**config.mk**
```make
export PLATFORM = sky130hd
export DESIGN_NAME = ddr_deser_flat
export DESIGN_NICKNAME = d
export VERILOG_FILES = /design/src/rtl/ddr_deser_pkg.sv /design/src/rtl/ddr_deser_if.sv /design/src/rtl/ddr_deser_align.sv /design/src/rtl/ddr_deser.sv /design/src/flat_wrapper.sv
export SDC_FILE = /design/constraint.sdc
export NUM_CORES = 1
export LEC_CHECK = 0
export ABC_AREA = 1
export ABC_CLOCK_PERIOD_IN_PS = 1100
export BUFFER_PORTS_ARGS = -buffer_cell sky130_fd_sc_hd__buf_4
export CAP_MARGIN = 20
export CORE_MARGIN = 2
export CORE_UTILIZATION = 53
export DETAILED_ROUTE_END_ITERATION = 16
export PLACE_DENSITY_LB_ADDON = 0.1
export SYNTH_ARGS = -nofsm -noshare
export SYNTH_HDL_FRONTEND = slang
export SYNTH_HIERARCHICAL = 1
export SYNTH_SLANG_ARGS = --single-unit
```
**constraint.sdc**
```tcl
create_clock -name clk_in -period 1.1 [get_ports clk_in]
set_input_delay 0 -clock clk_in [delete_from_list [all_inputs] [get_ports clk_in]]
set_output_delay 0 -clock clk_in [all_outputs]
set_load 0.05 [all_outputs]
```
**src/rtl/ddr_deser_pkg.sv**
```systemverilog
// ddr_deser_pkg: shared types and defaults for the DDR input deserializer.
package ddr_deser_pkg;

   localparam int unsigned DEF_WIDTH        = 8;
   localparam logic [7:0]  DEF_SYNC_PATTERN = 8'h1B;

   // Auto-align FSM states
   typedef enum logic [1:0] {
      IDLE    = 2'd0,
      HUNT    = 2'd1,
      DISCARD = 2'd2,
      LOCKED  = 2'd3
   } align_state_t;

endpackage

```
**src/rtl/ddr_deser_if.sv**
```systemverilog
// ddr_deser_if: sample-pair/control inputs and word outputs of ddr_deser.
interface ddr_deser_if
   import ddr_deser_pkg::*;
#(
   parameter int unsigned WIDTH = DEF_WIDTH
) ();

   logic             ce;
   logic             din_0;
   logic             din_1;
   logic             bitslip;
   logic             train;
   logic [WIDTH-1:0] dout;
   logic             dout_valid;
   logic             aligned;

   modport master (
      output ce, din_0, din_1, bitslip, train,
      input  dout, dout_valid, aligned
   );

   modport slave (
      input  ce, din_0, din_1, bitslip, train,
      output dout, dout_valid, aligned
   );

endinterface

```
**src/rtl/ddr_deser_align.sv**
```systemverilog
// ddr_deser_align: training-word hunt FSM that steps the word boundary
// one bit per miss until the emitted word equals SYNC_PATTERN.
// Only built when DDR_DESER_ALIGN_EN is defined.
`ifdef DDR_DESER_ALIGN_EN
module ddr_deser_align
   import ddr_deser_pkg::*;
#(
   parameter int unsigned      WIDTH        = DEF_WIDTH,
   parameter logic [WIDTH-1:0] SYNC_PATTERN = WIDTH'(DEF_SYNC_PATTERN)
) (
   input  logic             clk_in,
   input  logic             resetn,
   input  logic             ce,
   input  logic             emit,
   input  logic [WIDTH-1:0] dout,
   input  logic             train,
   output logic             slip_req,
   output logic             ext_block_c,
   output logic             aligned
);

   align_state_t state;

   // Hunt/discard/lock sequencing; a miss requests one slip on the next edge
   always_ff @(posedge clk_in or negedge resetn) begin
      if (!resetn) begin
         state    <= IDLE;
         slip_req <= 1'b0;
         aligned  <= 1'b0;
      end else if (ce) begin
         slip_req <= 1'b0;
         case (state)
            IDLE: begin
               if (train) state <= HUNT;
            end
            HUNT: begin
               if (emit) begin
                  if (dout == SYNC_PATTERN) begin
                     state   <= LOCKED;
                     aligned <= 1'b1;
                  end else begin
                     state    <= DISCARD;
                     slip_req <= 1'b1;
                  end
               end
            end
            DISCARD: begin
               // word straddling the slip is not trusted
               if (emit) state <= HUNT;
            end
            LOCKED: begin
               if (train) begin
                  state   <= HUNT;
                  aligned <= 1'b0;
               end
            end
            default: begin
               state   <= IDLE;
               aligned <= 1'b0;
            end
         endcase
      end
   end

   // External bitslip would fight the hunt, so it is masked while hunting
   assign ext_block_c = (state == HUNT) || (state == DISCARD);

endmodule
`endif

```
**src/rtl/ddr_deser.sv**
```systemverilog
// ddr_deser: assembles SB_IO DDR sample pairs (din_0 first, din_1 second)
// into WIDTH-bit words, MSB = earliest bit, with bitslip word alignment.
// Define DDR_DESER_ALIGN_EN to add the SYNC_PATTERN auto-aligner.
module ddr_deser
   import ddr_deser_pkg::*;
#(
   parameter int unsigned      WIDTH        = DEF_WIDTH,
   parameter logic [WIDTH-1:0] SYNC_PATTERN = WIDTH'(DEF_SYNC_PATTERN)
) (
   input  logic       clk_in,
   input  logic       resetn,
   ddr_deser_if.slave bus
);

   localparam int unsigned      HALF     = WIDTH / 2;
   localparam int unsigned      CNT_W    = (HALF > 1) ? $clog2(HALF) : 1;
   localparam logic [CNT_W-1:0] CNT_LAST = CNT_W'(HALF - 1);

   logic [WIDTH+1:0] hist;
   logic [CNT_W-1:0] cnt;
   logic             p;
   logic             emit_pend;
   logic [WIDTH-1:0] dout_q;
   logic             dout_valid_q;
   logic             aligned_q;
   logic [WIDTH-1:0] window_c;
   logic             emit_c;
   logic             slip_c;

   // Word window: p=1 reaches one bit further back in history
   assign window_c = p ? hist[WIDTH:1] : hist[WIDTH-1:0];

   // Emission fires on the ce edge after the last pair of a word
   assign emit_c = bus.ce & emit_pend;

`ifdef DDR_DESER_ALIGN_EN
   logic slip_req;
   logic ext_block_c;
   logic unused_c;

   ddr_deser_align #(
      .WIDTH        (WIDTH),
      .SYNC_PATTERN (SYNC_PATTERN)
   ) u_align (
      .clk_in      (clk_in),
      .resetn      (resetn),
      .ce          (bus.ce),
      .emit        (emit_c),
      .dout        (window_c),
      .train       (bus.train),
      .slip_req    (slip_req),
      .ext_block_c (ext_block_c),
      .aligned     (aligned_q)
   );

   // Slip sources: external pulse (unless hunting) or aligner request
   assign slip_c   = bus.ce & ((bus.bitslip & ~ext_block_c) | slip_req);
   assign unused_c = hist[WIDTH+1];
`else
   logic unused_c;

   assign slip_c    = bus.ce & bus.bitslip;
   assign aligned_q = 1'b0;
   assign unused_c  = ^{hist[WIDTH+1], bus.train, SYNC_PATTERN};
`endif

   // Shift history, count pairs, apply slips and emit words
   always_ff @(posedge clk_in or negedge resetn) begin
      if (!resetn) begin
         hist         <= '0;
         cnt          <= '0;
         p            <= 1'b0;
         emit_pend    <= 1'b0;
         dout_q       <= '0;
         dout_valid_q <= 1'b0;
      end else begin
         dout_valid_q <= 1'b0;
         if (bus.ce) begin
            hist <= {hist[WIDTH-1:0], bus.din_0, bus.din_1};
            // emission always uses the pre-slip window
            if (emit_pend) begin
               dout_q       <= window_c;
               dout_valid_q <= 1'b1;
            end
            if (slip_c && !p) begin
               // widen the window by one bit and stretch this word by a pair
               p         <= 1'b1;
               emit_pend <= 1'b0;
            end else begin
               if (slip_c) p <= 1'b0;
               cnt       <= (cnt == CNT_LAST) ? '0 : cnt + CNT_W'(1);
               emit_pend <= (cnt == CNT_LAST);
            end
         end
      end
   end

   assign bus.dout       = dout_q;
   assign bus.dout_valid = dout_valid_q;
   assign bus.aligned    = aligned_q;

endmodule

```
**src/flat_wrapper.sv**
```systemverilog
// flat-port wrapper written by rule: the top's interface ports become plain ports
module ddr_deser_flat import ddr_deser_pkg::*;
#(
   parameter int unsigned      WIDTH        = DEF_WIDTH,
   parameter logic [WIDTH-1:0] SYNC_PATTERN = WIDTH'(DEF_SYNC_PATTERN)
)
  (clk_in, resetn, bus_ce, bus_din_0, bus_din_1, bus_bitslip, bus_train, bus_dout, bus_dout_valid, bus_aligned);
  ddr_deser_if #(.WIDTH(WIDTH)) bus_i ();
  input  logic clk_in;
  input  logic resetn;
  input wire logic [$bits(bus_i.ce)-1:0] bus_ce;
  input wire logic [$bits(bus_i.din_0)-1:0] bus_din_0;
  input wire logic [$bits(bus_i.din_1)-1:0] bus_din_1;
  input wire logic [$bits(bus_i.bitslip)-1:0] bus_bitslip;
  input wire logic [$bits(bus_i.train)-1:0] bus_train;
  output wire logic [$bits(bus_i.dout)-1:0] bus_dout;
  output wire logic [$bits(bus_i.dout_valid)-1:0] bus_dout_valid;
  output wire logic [$bits(bus_i.aligned)-1:0] bus_aligned;
  assign bus_i.ce = bus_ce;
  assign bus_i.din_0 = bus_din_0;
  assign bus_i.din_1 = bus_din_1;
  assign bus_i.bitslip = bus_bitslip;
  assign bus_i.train = bus_train;
  assign bus_dout = bus_i.dout;
  assign bus_dout_valid = bus_i.dout_valid;
  assign bus_aligned = bus_i.aligned;
  ddr_deser #(.WIDTH(WIDTH), .SYNC_PATTERN(SYNC_PATTERN)) u_core (.clk_in(clk_in), .resetn(resetn), .bus(bus_i));
endmodule
```
==> flow_summary.json, run 1 <==
{
  "dp_hpwl_mm": 1.13,
  "drc": 0,
  "avgSynthCellArea_um2": 8.57,
  "ys_warn_count": 6,
  "power_frac_comb_pct": 44.8,
  "syn-instance-count": 113,
  "synthMuxAreaShare_pct": 0,
  "clock_latency_ps": 300,
  "hp-class": "input port to flop",
  "die_h_um": 46.7,
  "async_flop_share_pct": 100,
  "drtIter0Drc": 16,
  "cp.required_ps": 1300,
  "crit_arrival_ps": 1200,
  "antenna_found_initial": 0,
  "drt-total-wl_mm": 1.71,
  "die_w_um": 46.7,
  "post-cts-setup-buffer-count": 0,
  "synth_xor_area_share_pct": 0,
  "htreeDepth": 1,
  "synth_area_leaders": "dfrtp_1, nand2_1, nand3_1",
  "cts_tree": "yes",
  "cp_max_fo": 8,
  "synth_compound_area_share_pct": 6.59,
  "dr.pass1.iters": 4,
  "fillers": 169,
  "yosys.area.top_type_share_pct": 56.8,
  "grt_pass1_wl_mm": 2.73,
  "grtUsageTotal_pct": 18.0,
  "finalHoldViolCount": 0,
  "syn_nets": 121,
  "critPathKind": "flop to flop",
  "startpoint_type": "flop",
  "p_sw_share_pct": 44.0,
  "postCtsHoldBufs": 3,
  "clock_skew_ps": 7.88,
  "cts-root-buf": "clkbuf_4",
  "wl_per_cell_um": 11.1,
  "yosysMostFrequentCell": "nand2_1",
  "dp_cells": 149,
  "io_pins": 17,
  "initial_core_util_pct": 56.1,
  "fin_nets": 140,
  "grt_overflow_total": 0,
  "num_antenna_cells": 0,
  "synth_cell_types": 15,
  "yosysTopAreaCell": "dfrtp_1",
  "post-route-min-period_ps": 1000,
  "synth_fa_ha_area_share_pct": 1.29,
  "ctsResizeCount": 0,
  "clkPwrFrac_pct": 12.9,
  "cts_buffer_depth": 2,
  "power.density_mw_per_mm2": 2460,
  "synth_edf_count": 0,
  "rsz0062_at_grt": "false",
  "grt_pass1_vias": 660,
  "gp_congestion": 0.788,
  "setup_tns_ps": 0,
  "clk_pin_slew_worst_paths_ps": 110,
  "clock_sinks": 22,
  "drive_gt1_share_pct": 16.9,
  "syn_area_um2": 968,
  "num_vias": 766,
  "synthSimpleGateAreaFrac_pct": 25.8,
  "drv_slew": 0,
  "stdcell_count": 155,
  "die-area_mm2": 0.00219,
  "ant_nets": 0,
  "fp-row-count": 15,
  "viasPerCell": 4.94,
  "area_growth_pct": 16.4,
  "endpoint_kind": "flop",
  "netlist_top_cells_count": "nand2_1, dfrtp_1, nand3_1, inv_1, o21ai_0",
  "sequentialPowerShare_pct": 42.4,
  "port-buffer-count": 14,
  "leakage_nw": 0.621,
  "status": "complete, no violations",
  "vdd_drop_max_mv": 1.17,
  "synth_top_family_by_area": "simple AND/OR/NAND/NOR gates",
  "synth_ff_type": "dfrtp_1",
  "core_area_mm2": 0.00173,
  "internal-power_mw": 1.55,
  "max_freq_mhz": 995,
  "switching_power_mw": 1.22,
  "synth_seq_area_share_pct": 56.8,
  "grt_max_degree": 24,
  "cts_buffers": 3,
  "timing.final.crit_share_pct": 91.4,
  "ys_ff_latch": 22,
  "cap_violations": 0,
  "setup_viol": 0,
  "total_power_mw": 2.77
}
power groups by stage:
stage	Combinational, mW	Sequential (mW)	Clock, mW
2_1_floorplan	0.406	1.68	0
3_3_place_gp	1.22	1.18	0
3_5_place_dp	1.24	1.19	0
4_1_cts	1.25	1.18	0.363
5_1_grt	1.36	1.21	0.400
6_report	1.24	1.17	0.357
flip-flops by register name, indices dropped and copies added, names as in the netlist:
register               flops
u_core/bus.dout_valid      1
u_core/hist                9
u_core/cnt                 2
u_core/bus.dout            8
u_core/p                   1
u_core/emit_pend           1
cell usage in the layout, fill, tap and decap left out:
| cell | synthesis | routed |
|---|---|---|
| clkbuf_4 | 0 | 3 |
| inv_1 | 10 | 10 |
| o21ai_0 | 7 | 7 |
| nand2_1 | 48 | 48 |
| nand2_4 | 1 | 1 |
| o21ai_1 | 4 | 4 |
| conb_1 | 1 | 1 |
| inv_2 | 1 | 1 |
| dlygate4sd3_1 | 0 | 3 |
| ha_1 | 1 | 1 |
| o21ai_2 | 1 | 1 |
| clkinv_4 | 1 | 1 |
| nor2_1 | 1 | 1 |
| dfrtp_1 | 22 | 22 |
| buf_4 | 2 | 15 |
| nand3_1 | 11 | 11 |
logic make-up (layout without fill, tap and decap cells):
kind of cell,count (synthesis),after routing
simple gates,61,61
flops,22,22
buf+inv,16,33
compound gates,12,12
fa+ha+maj,1,1
other cells,1,1
critical path, stage by stage, from the launching register on:
cell and delay, ps:
dfrtp_1 440, inv_2 150, nand3_1 160, nand3_1 100, nand2_1 60
final timing paths:
path	from	to	slack [ps]	cells after the start
setup / recovery	u_core/p	u_core/cnt[0]	100	4
setup reg to reg	u_core/p	u_core/cnt[0]	100	4
hold reg to reg	u_core/bus.dout[7]	u_core/bus.dout[7]	490	2
max in group asynchronous	resetn	u_core/p	770	2
hold / removal	bus_bitslip	u_core/p	40	3
min in group asynchronous	resetn	u_core/bus.dout[5]	110	2
final cells by class:
class / instances / area, um^2 / share of cell area (%)
Tap cell: 25 / 31.3 / 2.77
Timing Repair Buffer: 18 / 143 / 12.7
Sequential cell: 22 / 551 / 48.8
Multi-Input combinational cell: 75 / 330 / 29.3
Inverter: 12 / 50.0 / 4.44
Clock buffer: 3 / 22.5 / 2.00
through the flow:
stage          utilization [%]  setup WS (ps)  hold slack (ps)  instance area [um^2]
2_1_floorplan                -            215             -296                   968
3_3_place_gp              62.2            155            -99.5                  1070
3_5_place_dp              62.2            115            -98.1                  1070
4_1_cts                   65.3           95.6             25.2                  1130
5_1_grt                   65.3           6.42             45.8                  1130
6_report                  65.3           95.1             42.3                  1130
per-layer routing:
metal,vias to the layer above,part of all wire [%],track usage (%)
met5,-,0,0
met4,0,0.35,8.33
met3,2,4.1,3.46
met2,19,49,30.0
met1,362,47,22.6
li1,383,-,-
Power figures use the tool's default switching activity.
==> run 2, diff against run 1 <==
CTS_CLUSTER_DIAMETER = 150   (was not set)
PLACE_DENSITY = 0.78   (was not set)
PLACE_DENSITY_LB_ADDON = not set   (was 0.1)
==> run 2 against run 1 <==
- sequential power is essentially flat
- largest power group unchanged
- worst setup slack gained 5.0 ps
- hold slack lost 15 ps
- clock power grew 24%
- routed wire length grew 0.12%
- sequential cell count is the same
- global-route usage grew 0.64 points
- critical path type unchanged
- combinational power is essentially flat
- non-clock buffer count is the same
==> flow_summary.json, run 2 (same netlist as run 1, synthesis figures left out) <==
{
  "fp-row-count": 15,
  "setup_slack_ps": 100,
  "dp_hpwl_mm": 1.14,
  "placed_cell_area_mm2": 0.00107,
  "fin_nets": 140,
  "clock_skew_ps": 1.71,
  "setup_viol": 0,
  "postLayoutCoreUtil_pct": 66.1,
  "critPathKind": "flop to flop",
  "post-cts-setup-buffer-count": 0,
  "area_growth_pct": 17.8,
  "antenna_found_initial": 0,
  "timing.final.crit_share_pct": 90.9,
  "dr.pass1.iters": 4,
  "finalHoldViolCount": 0,
  "clkPwrFrac_pct": 15.4,
  "drv_slew": 0,
  "cap_violations": 0,
  "clock_latency_ps": 300,
  "die_h_um": 46.7,
  "path_common_cell": "nand3_1",
  "io_pins": 17,
  "hp-class": "input port to flop",
  "vdd_drop_max_mv": 1.37,
  "grt_overflow_total": 0,
  "setup_tns_ps": 0,
  "finalInstanceArea_mm2": 0.00114,
  "grt_max_degree": 24,
  "drtIter0Drc": 40,
  "startpoint_type": "flop",
  "pre_cts_slack_ps": 133,
  "initial_core_util_pct": 56.1,
  "sequentialPowerShare_pct": 41.1,
  "die_w_um": 46.7,
  "p_sw_share_pct": 43.3,
  "cp.required_ps": 1310,
  "htreeDepth": 1,
  "core_area_mm2": 0.00173,
  "internal-power_mw": 1.62,
  "endpoint_kind": "flop",
  "grt_pass1_vias": 654,
  "slowest_delay_ps": 440,
  "drt-total-wl_mm": 1.72,
  "gp_congestion": 0.792,
  "num_vias": 756,
  "cts-root-buf": "clkbuf_4",
  "crit_arrival_ps": 1210,
  "port-buffer-count": 14,
  "most-common-layout-cells": "nand2_1, dfrtp_1, buf_4",
  "max_freq_mhz": 1000,
  "cts_buffer_depth": 2,
  "viasPerCell": 4.85,
  "cts_buffers": 3,
  "power.density_mw_per_mm2": 2510,
  "wl_per_cell_um": 11.0,
  "grt_pass1_wl_mm": 2.82,
  "power_frac_comb_pct": 43.5,
  "rsz0062_at_grt": "false",
  "switching_power_mw": 1.24,
  "num_antenna_cells": 0,
  "clk_pin_slew_worst_paths_ps": 120,
  "clock_sinks": 22,
  "final_common_cell": "nand2_1",
  "leakage_nw": 0.629,
  "die-area_mm2": 0.00219,
  "cts_tree": "yes",
  "regMostFlops": "u_core/hist",
  "ant_nets": 0,
  "slowest_stage": "dfrtp_1",
  "drive_gt1_share_pct": 17.6,
  "post-route-min-period_ps": 1000,
  "ctsResizeCount": 0,
  "grtUsageTotal_pct": 18.6,
  "largest_reg_flops": 9,
  "cp_max_fo": 8,
  "drc": 0,
  "status": "complete, no violations",
  "worstPathCellList": "inv_2, nand3_1, nand3_1, nand2_1"
}
[run 2: per-layer routing]
| metal | GRT usage (%) | up-vias | wire (um) |
|---|---|---|---|
| li1 | - | 382 | - |
| met1 | 25.6 | 346 | 817 |
| met2 | 28.1 | 26 | 794 |
| met3 | 4.62 | 2 | 91 |
| met4 | 8.33 | 0 | 12 |
| met5 | 0 | - | 0 |
[run 2: timing repair]
action	CTS	global route
endpoints found under the setup margin	0	0
hold buffers	3	0
hold endpoints to repair	24	0
[run 2: path summary, 6_finish.rpt]
| kind | end | startpoint | cells after the start | slack [ps] |
|---|---|---|---|---|
| worst max-delay path | u_core/cnt[0] | u_core/p | 4 | 100 |
| worst min-delay path | u_core/p | bus_bitslip | 3 | 30 |
| worst max register to register | u_core/cnt[0] | u_core/p | 4 | 100 |
| worst min register to register | u_core/bus.dout[5] | u_core/bus.dout[5] | 2 | 490 |
| max in group asynchronous | u_core/bus.dout[1] | resetn | 2 | 790 |
| min in group asynchronous | u_core/bus.dout[7] | resetn | 2 | 100 |
[run 2: final cells by class]
type	instances	area, um^2
timing repair buffer	18	143
inverter	12	50.0
fill	150	586
sequential	22	551
multi-input combinational	75	330
tap	25	31.3
clock buffer	4	36.3
[run 2: power groups by stage]
| stage | Combinational [mW] | Sequential [mW] | Clock [mW] |
|---|---|---|---|
| final | 1.25 | 1.18 | 0.441 |
| after global routing | 1.35 | 1.21 | 0.495 |
| after CTS | 1.25 | 1.18 | 0.462 |
| after detailed placement | 1.24 | 1.20 | 0 |
| after floorplan | 0.406 | 1.68 | 0 |
| after global placement | 1.22 | 1.18 | 0 |
[run 2: critical path: cells and delay by family (launching register included)]
kind | cells | cell delay (ps)
buffers and inverters | 1 | 150
flip-flops | 1 | 440
AND/OR/NAND/NOR | 3 | 310
[run 2: through the flow]
stage,total power [mW],hold slack (ps),cells
2_1_floorplan,2.08,-296,113
3_3_place_gp,2.40,-99.2,149
3_5_place_dp,2.44,-100,149
4_1_cts,2.90,11.6,156
5_1_grt,3.05,54.1,156
6_report,2.86,27.0,156
==> run 3, diff against run 2 <==
ABC_AREA = 0   (was 1)
CORE_UTILIZATION = 52   (was 53)
PLACE_DENSITY = 0.77   (was 0.78)
==> run 3 against run 2 <==
- highest routed layer unchanged
- largest power group unchanged
- hold slack better by 81 ps
- register-to-register slack worse by 50 ps
- power is 12% higher
- sequential share of layout area is 0.53 points higher
==> flow_summary.json, run 3 <==
{
  "status": "complete, no violations",
  "post-route-min-period_ps": 1050,
  "max_freq_mhz": 949,
  "cts_buffers": 3,
  "synth_seq_area_share_pct": 57.7,
  "syn_nets": 81,
  "async_flop_share_pct": 100,
  "rr_worst_depth": 2,
  "leakage_nw": 0.531,
  "regMostFlops": "u_core/hist",
  "startpoint_type": "flop",
  "grt_pass1_vias": 540,
  "grt_max_degree": 23,
  "antenna_found_initial": 0,
  "cp.required_ps": 1300,
  "core_area_mm2": 0.00173,
  "clock_sinks": 22,
  "die_w_um": 46.8,
  "largest_reg_flops": 9,
  "endpoint": "u_core/cnt[1]",
  "fp-row-count": 15,
  "drt-total-wl_mm": 1.43,
  "dr.pass1.iters": 4,
  "drc": 0,
  "rsz0062_at_grt": "false",
  "cts_buffer_depth": 2,
  "drv_slew": 0,
  "fin_nets": 101,
  "synth_ff_type": "dfrtp_1",
  "timing.final.crit_share_pct": 95.8,
  "area_growth_pct": 18.2,
  "vdd_drop_max_mv": 1.68,
  "critPathKind": "flop to flop",
  "finalInstanceArea_mm2": 0.00113,
  "r2r-end": "u_core/cnt[1]",
  "postLayoutCoreUtil_pct": 65.4,
  "drtIter0Drc": 2,
  "grt_pass1_wl_mm": 2.35,
  "yosys.area.top_type_share_pct": 57.7,
  "drive_gt1_share_pct": 37.4,
  "power.density_mw_per_mm2": 2830,
  "cp_max_fo": 3,
  "clock_latency_ps": 300,
  "wl_per_cell_um": 12.4,
  "ys_ff_latch": 22,
  "yosysMostFrequentCell": "dfrtp_1",
  "viasPerCell": 4.99,
  "clk_pin_slew_worst_paths_ps": 110,
  "timing.rr.start": "u_core/cnt[0]",
  "finalHoldViolCount": 0,
  "most-common-layout-cells": "dfrtp_1, buf_4, mux2_2, nor2_1, mux2i_1",
  "total_power_mw": 3.20,
  "clock_skew_ps": 2.93,
  "cts_tree": "yes",
  "cts-root-buf": "clkbuf_4",
  "synth_area_leaders": "dfrtp_1, mux2_2, mux2i_1",
  "num_vias": 579,
  "ff2ff_setup_slack_ps": 50,
  "placed_cell_area_mm2": 0.00106,
  "htreeDepth": 1,
  "port-buffer-count": 14,
  "holdWs_ps": 108,
  "startpoint": "u_core/cnt[0]",
  "ant_nets": 0,
  "endpoint_kind": "flop",
  "synth_edf_count": 0,
  "post-cts-setup-buffer-count": 0,
  "setup_viol": 0,
  "grt_overflow_total": 0,
  "ys_warn_count": 6,
  "yosysTopAreaCell": "dfrtp_1",
  "netlist_top_cells_count": "dfrtp_1, mux2_2, nor2_1, mux2i_1, a21oi_1",
  "syn-instance-count": 73,
  "synth_cell_types": 21,
  "hp-class": "input port to async pin",
  "die-area_mm2": 0.00219,
  "grtUsageTotal_pct": 15.7,
  "num_antenna_cells": 0,
  "syn_area_um2": 955,
  "die_h_um": 46.8,
  "gp_congestion": 0.663,
  "initial_core_util_pct": 55.3,
  "crit_arrival_ps": 1250,
  "io_pins": 17,
  "avgSynthCellArea_um2": 13.1,
  "final_common_cell": "dfrtp_1",
  "cap_violations": 0
}
run 3: cell types whose count changed after synthesis, moves of 2 or more:
cell | previous run | this run
nor2_1 | 1 | 9
o21ai_0 | 7 | 1
mux2_4 | 0 | 2
mux2_2 | 0 | 9
nand3_1 | 11 | 1
nand2_1 | 48 | 1
a21oi_1 | 0 | 7
inv_1 | 10 | 1
o21ai_1 | 4 | 0
mux2i_1 | 0 | 8
run 3: kinds of logic after synthesis:
kind of cell | Yosys count | share of synthesized area (%)
compound gates | 9 | 5.11
flops | 22 | 57.7
xor+xnor | 1 | 0.918
fa+ha+maj | 1 | 1.31
buf+inv | 6 | 5.24
simple gates | 14 | 7.21
other cells | 1 | 0.393
mux | 19 | 22.2
run 3: power breakdown:
group / internal (mW) / total [mW] / switching (mW) / leakage, nW
combinational: 0.618 / 1.58 / 0.964 / 0.260
clock: 0.128 / 0.345 / 0.217 / 0.0138
sequential: 1.10 / 1.27 / 0.174 / 0.257
total: 1.84 / 3.20 / 1.36 / 0.531
run 3: cell type report:
cell class                      instances  area (um^2)
Timing Repair Buffer                   20          160
Multi-Input combinational cell         45          360
Tap cell                               25         31.3
Clock buffer                            3         22.5
Sequential cell                        22          551
Fill cell                             147          598
Inverter                                1         3.75
run 3: metal layers:
metal	up-vias	wire length (um)	share of wire (%)	track usage, %
met4	0	28	2.0	10.0
met2	15	741	52	25.8
met3	4	56	3.9	3.46
met1	279	606	42	18.6
met5	-	0	0	0
li1	281	-	-	-
run 3: how the worst min path moves through the flow:
| stage | start | end | slack, ps |
|---|---|---|---|
| floorplan | resetn | u_core/bus.dout[0] | -300 |
| finish | resetn | u_core/hist[6] | 110 |
| detailed placement | resetn | u_core/bus.dout[5] | -100 |
| global route | resetn | u_core/bus.dout_valid | 120 |
| global placement | resetn | u_core/bus.dout[5] | -100 |
| CTS | resetn | u_core/bus.dout[5] | 100 |
run 3: repair_timing:
| item | in CTS | in global routing |
|---|---|---|
| hold buffers | 4 | 0 |
| endpoints found under the hold margin | 25 | 0 |
| pin swaps | 0 | 1 |
| setup endpoints to repair | 8 | 1 |
| resized for setup | 1 | 0 |
run 3: critical path, stage by stage (launching register included):
cell and delay (ps):
dfrtp_1 420, ha_1 270, mux2_4 260
run 3: through the flow:
stage | setup TNS, ps | instances | worst slack (ps)
after floorplan | -21.3 | 73 | -10.6
after detailed placement | -181 | 109 | -47.3
after global routing | 0 | 116 | 6.91
after global placement | 0 | 109 | 23.6
after CTS | 0 | 116 | 24.9
final | 0 | 116 | 45.9
